--- src/rtl/sdram_port_arbiter.sv ---
// Round-robin arbiter for the 4-way SDRAM multiplexer; parks oSelect at 0 between grants.
// Build option: SDRAM_ARB_HOST_PRIORITY_EN makes the host port (0) win whenever it requests.
module sdram_port_arbiter #(
  parameter int TIMEOUT_CYCLES = 255,
  parameter int CNT_W          = 8,
  parameter int PARK_CYCLES    = 1
) (
  input  logic       iCLK,
  input  logic       iRST,
  input  logic [3:0] iREQ,
  input  logic       iSDR_Done,
  output logic [1:0] oSelect,
  output logic [3:0] oGrant,
  output logic [3:0] oDone,
  output logic       oTimeout,
  output logic       oBusy
);

  typedef enum logic [1:0] {
    IDLE  = 2'd0,
    GRANT = 2'd1,
    PARK  = 2'd2
  } stateT;

  stateT            stateReg, stateNext;
  logic [1:0]       rrPtrReg, rrPtrNext;
  logic [CNT_W-1:0] cntReg, cntNext;
  logic [1:0]       selectReg, selectNext;
  logic [3:0]       grantReg, grantNext;
  logic [3:0]       doneReg, doneNext;
  logic             timeoutReg, timeoutNext;
  logic             busyReg, busyNext;

  logic [3:0]       arbReq;
  logic             hostReq;
  logic [3:0]       rotReq;
  logic [1:0]       winOff;
  logic [1:0]       winner;

  // With host priority the host bypasses the rotation; ports 1..3 share it.
`ifdef SDRAM_ARB_HOST_PRIORITY_EN
  assign arbReq  = {iREQ[3:1], 1'b0};
  assign hostReq = iREQ[0];
`else
  assign arbReq  = iREQ;
  assign hostReq = 1'b0;
`endif

  // rotReq[k] is the request of port (rrPtr + k) mod 4.
  generate
    for (genvar gi = 0; gi < 4; gi++) begin : gRot
      assign rotReq[gi] = arbReq[rrPtrReg + 2'(gi)];
    end
  endgenerate

  always_comb begin
    winOff = 2'd0;
    for (int i = 3; i >= 0; i--) begin
      if (rotReq[i]) winOff = 2'(i);
    end
    winner = rrPtrReg + winOff;
  end

  always_comb begin
    stateNext   = stateReg;
    rrPtrNext   = rrPtrReg;
    cntNext     = cntReg;
    selectNext  = selectReg;
    grantNext   = grantReg;
    doneNext    = 4'd0;
    timeoutNext = 1'b0;

    unique case (stateReg)
      IDLE: begin
        selectNext = 2'd0;
        grantNext  = 4'd0;
        if (hostReq) begin
          stateNext  = GRANT;
          selectNext = 2'd0;
          grantNext  = 4'b0001;
          cntNext    = '0;
        end else if (arbReq != 4'd0) begin
          stateNext  = GRANT;
          selectNext = winner;
          grantNext  = 4'b0001 << winner;
          rrPtrNext  = winner + 2'd1;
          cntNext    = '0;
        end
      end
      GRANT: begin
        cntNext = cntReg + 1'b1;
        // Done takes precedence over a timeout landing in the same cycle.
        if (iSDR_Done) begin
          stateNext  = PARK;
          doneNext   = grantReg;
          grantNext  = 4'd0;
          selectNext = 2'd0;
          cntNext    = '0;
        end else if (cntReg == CNT_W'(TIMEOUT_CYCLES - 1)) begin
          stateNext   = PARK;
          timeoutNext = 1'b1;
          grantNext   = 4'd0;
          selectNext  = 2'd0;
          cntNext     = '0;
        end
      end
      PARK: begin
        selectNext = 2'd0;
        grantNext  = 4'd0;
        if (cntReg == CNT_W'(PARK_CYCLES - 1)) begin
          stateNext = IDLE;
          cntNext   = '0;
        end else begin
          cntNext = cntReg + 1'b1;
        end
      end
      default: begin
        stateNext  = IDLE;
        selectNext = 2'd0;
        grantNext  = 4'd0;
        cntNext    = '0;
      end
    endcase

    busyNext = (stateNext != IDLE);
  end

  always_ff @(posedge iCLK) begin
    if (iRST) begin
      stateReg   <= IDLE;
      rrPtrReg   <= 2'd0;
      cntReg     <= '0;
      selectReg  <= 2'd0;
      grantReg   <= 4'd0;
      doneReg    <= 4'd0;
      timeoutReg <= 1'b0;
      busyReg    <= 1'b0;
    end else begin
      stateReg   <= stateNext;
      rrPtrReg   <= rrPtrNext;
      cntReg     <= cntNext;
      selectReg  <= selectNext;
      grantReg   <= grantNext;
      doneReg    <= doneNext;
      timeoutReg <= timeoutNext;
      busyReg    <= busyNext;
    end
  end

  assign oSelect  = selectReg;
  assign oGrant   = grantReg;
  assign oDone    = doneReg;
  assign oTimeout = timeoutReg;
  assign oBusy    = busyReg;

endmodule

--- config.mk ---
export PLATFORM = sky130hd
export DESIGN_NAME = sdram_port_arbiter
export DESIGN_NICKNAME = d
export VERILOG_FILES = /design/src/rtl/sdram_port_arbiter.sv
export SDC_FILE = /design/constraint.sdc
export NUM_CORES = 1
export LEC_CHECK = 0
export ABC_AREA = 1
export CORE_MARGIN = 3
export CORE_UTILIZATION = 26
export DETAILED_ROUTE_END_ITERATION = 10
export PLACE_DENSITY_LB_ADDON = 0.05
export SETUP_SLACK_MARGIN = 0.1
export SYNTH_ARGS = -nofsm -noshare
export SYNTH_HDL_FRONTEND = slang
export SYNTH_SLANG_ARGS = --single-unit
--- constraint.sdc ---
create_clock -name iCLK -period 1.75 [get_ports iCLK]
set_input_delay 0.35 -clock iCLK [delete_from_list [all_inputs] [get_ports iCLK]]
set_output_delay 0.35 -clock iCLK [all_outputs]
set_load 0.02 [all_outputs]
==> impl_results.md <==
- Pwr dens: 1400 nW/um^2
- Grt ovf: 0
- MaxCap Viol Count: 0
- Post-synth ARST share: 0%
- DR vias: 1,286
- Crit-path cells: buf_6 -> nand2_2 -> nand2_1 -> nand2_2 -> nand2_2 -> a31oi_1 -> nor2_1 -> ha_2 -> xor2_2 -> inv_1 -> nand3_2 -> nand2_2 -> nand2_2 -> nand3_2 -> nand2_1 -> inv_1
- Clock latency on the worst-skew pair: 260 ps
- CTS HTree Levels: 1
- Total power: 2680 uW
- Gr usage total: 11.1%
- Minimum clock period: 1870 ps
- Mapped Cells: 196
- Final Skew: 2.19 ps
- First-pass GRT wire length: 5650 microns
- Crit path required time: 1920 ps
- Post-Layout Cell Count: 305
- Ys flop type: dfxtp_1
- Worst-Margin Slew: 239 ps
- Sequential share of the synthesized area: 34.8%
- Endpoint type of the worst setup path: flop
- CTS tree: yes
- DR pass1 iterations: 4
- Die Height: 78.9 microns
- Hold crit path type: flop to flop
- Crit path max fanout: 5
- Post-route DRC violation count: 0
- Mapped Area: 1380 sq um
- Post-DP HPWL: 2550 microns
- Most used cell, CP: nand2_2
- Cell taking the most area after synthesis: dfxtp_1
- Final slew viol count: 0
- Critical Path AT: 2030 ps
- Peak Freq: 0.536 GHz
- Setup WS pre-CTS: -542 ps
- Type of origin of the critical path: flop
- Violated checks: setup timing
- Yosys reg bits: 24
- Slew margin rel.: 83.9%
- Synth area leaders: dfxtp_1, nand2_1, nand2_2
- Status: finished, violations left
- Max Buffers Root-to-Sink: 2
- Max incr delay on CP: 390 ps
- Gp weighted congestion: 0.778
- Slack of the critical path: -115 ps
- Pleak: 0.000881 uW
- Count of flip-flops with a built-in enable after synthesis: 0
- Hold Slack: 452 ps
- Port Buf Inserts: 18
- Final Net Count: 255
- Slowest CP cell: dfxtp_4
- Final Core Density: 38.8%
- Clock buffers created by TritonCTS: 3
- N_diodes: 0
- Avg Inst Size Synth: 7.05 sq um
- Routed wire length per instance: 10.5 microns
- Setup violators final: 7
- Core area: 4940 sq um
- RSZ-0062 raised after global routing: yes
- Vias/cell: 4.22
- Cell variety after synth: 26
- Pin count of the biggest net entering global routing: 13
- Worst-path clk slew: 80 ps
- Routed wire length: 3190 microns
- Maximum VDD drop: 0.479 mV
- Final hold viol count: 0
- Placed Cells: 296
- Vias in the first global route: 1,287
- Yosys warns: 0
- Share of the synthesized area in the top cell type: 34.8%
- Drt initial violations: 34
- Die area: 6230 sq um
- Num rows: 25
- Area grow syn2layout: 38.6%
- Sink Count: 24
- I/O pins: 19
- Initial antenna violation count: 0
- CTS root buf: clkbuf_8
- Mapped Nets: 211
- Starting Density: 28.0%
- CP Class: flop to flop
- Share of cells above drive strength 1: 30.7%
- Crit share post-route: 107%
- Final ANT Viol Nets: 0
- Die Span X: 78.9 microns
==> cells in the final DEF, fill, tap and decap left out, drive strengths merged, types with 3 or more instances in the layout <==
cell type      instances
a21oi                 12
buf                   24
clkbuf                 3
clkdlybuf4s50         14
dfxtp                 24
dlygate4sd2            4
ha                     8
inv                   30
nand2                 63
nand3                 20
nor2                  17
nor3                   3
o21ai                  6
xor2                   3
==> final timing paths <==
path / slack (ps) / startpoint / to / cells past startpoint
max: -120 / rrPtrReg[0] / rrPtrReg[1] / 16
max reg2reg: -120 / rrPtrReg[0] / rrPtrReg[1] / 16
min: 450 / oGrant[0] / oDone[0] / 2
min reg2reg: 450 / oGrant[0] / oDone[0] / 2
==> what timing repair did <==
action | in CTS | in global routing
resized for setup | 20 | 11
buffers inserted | 4 | 2
hold buffers | 0 | 0
endpoints found under the setup margin | 8 | 18
pin swaps | 9 | 8
==> registers in the layout, indices dropped and copies added, names as in the netlist <==
signal,count
cntReg,8
oDone,4
oGrant,4
oSelect,2
rrPtrReg,2
stateReg,2
oBusy,1
oTimeout,1
==> final cells by class <==
type | count | area [sq um]
well taps | 67 | 83.8
fillers | 564 | 3030
flip-flops and latches | 24 | 488
repair buffers | 42 | 367
multi-input cells | 139 | 817
inverters | 30 | 120
clock buffers | 3 | 41.3
==> cell usage after synthesis (2+ instances only) <==
library cell	count
xor2_1	3
dfxtp_1	24
inv_1	28
nand3_1	18
ha_1	8
o21ai_0	5
nand3_2	2
buf_6	2
nand2_1	46
nor3_1	3
nor2_1	15
nand2_2	17
a21oi_1	12
==> per-stage QoR <==
| step | TNS, ps | instance area [sq um] |
|---|---|---|
| after floorplan | -2.20 | 1400 |
| after global placement | -4020 | 1770 |
| after detailed placement | -4310 | 1770 |
| after CTS | -349 | 1870 |
| after global routing | -1660 | 1920 |
| final | -510 | 1920 |
==> power by group <==
part	switching [uW]	total (uW)	internal, uW	leakage, uW
clock	175	328	154	0.0000216
combinational	835	1610	776	0.000663
sequential	93.8	745	651	0.000197
total	1100	2680	1580	0.000881
==> critical path: cells and delay by family (launching register included) <==
| family | cells | cell delay, ps |
|---|---|---|
| xor+xnor | 1 | 180 |
| compound gates | 1 | 140 |
| flops | 1 | 390 |
| fa+ha+maj | 1 | 180 |
| simple gates | 10 | 640 |
| buf+inv | 3 | 240 |
==> kinds of logic (layout without fill, tap and decap cells) <==
kind of cell	Yosys count	after routing	share of synthesized area, %
adders and majority gates	8	8	7.24
DFF	24	24	34.8
xor gates and xnor gates	3	3	1.90
AOI/OAI and AO/OA	21	21	8.05
buffers and inverters	33	75	10.9
and+or+nand+nor	107	107	37.2
==> per-layer routing <==
metal	up-vias	share of wire (%)	track usage [%]
li1	697	-	-
met1	582	47	13.8
met2	5	50	19.9
met3	2	1.9	2.49
met4	0	0.60	2.06
met5	-	0	0
(Power assumes the default switching activity.)
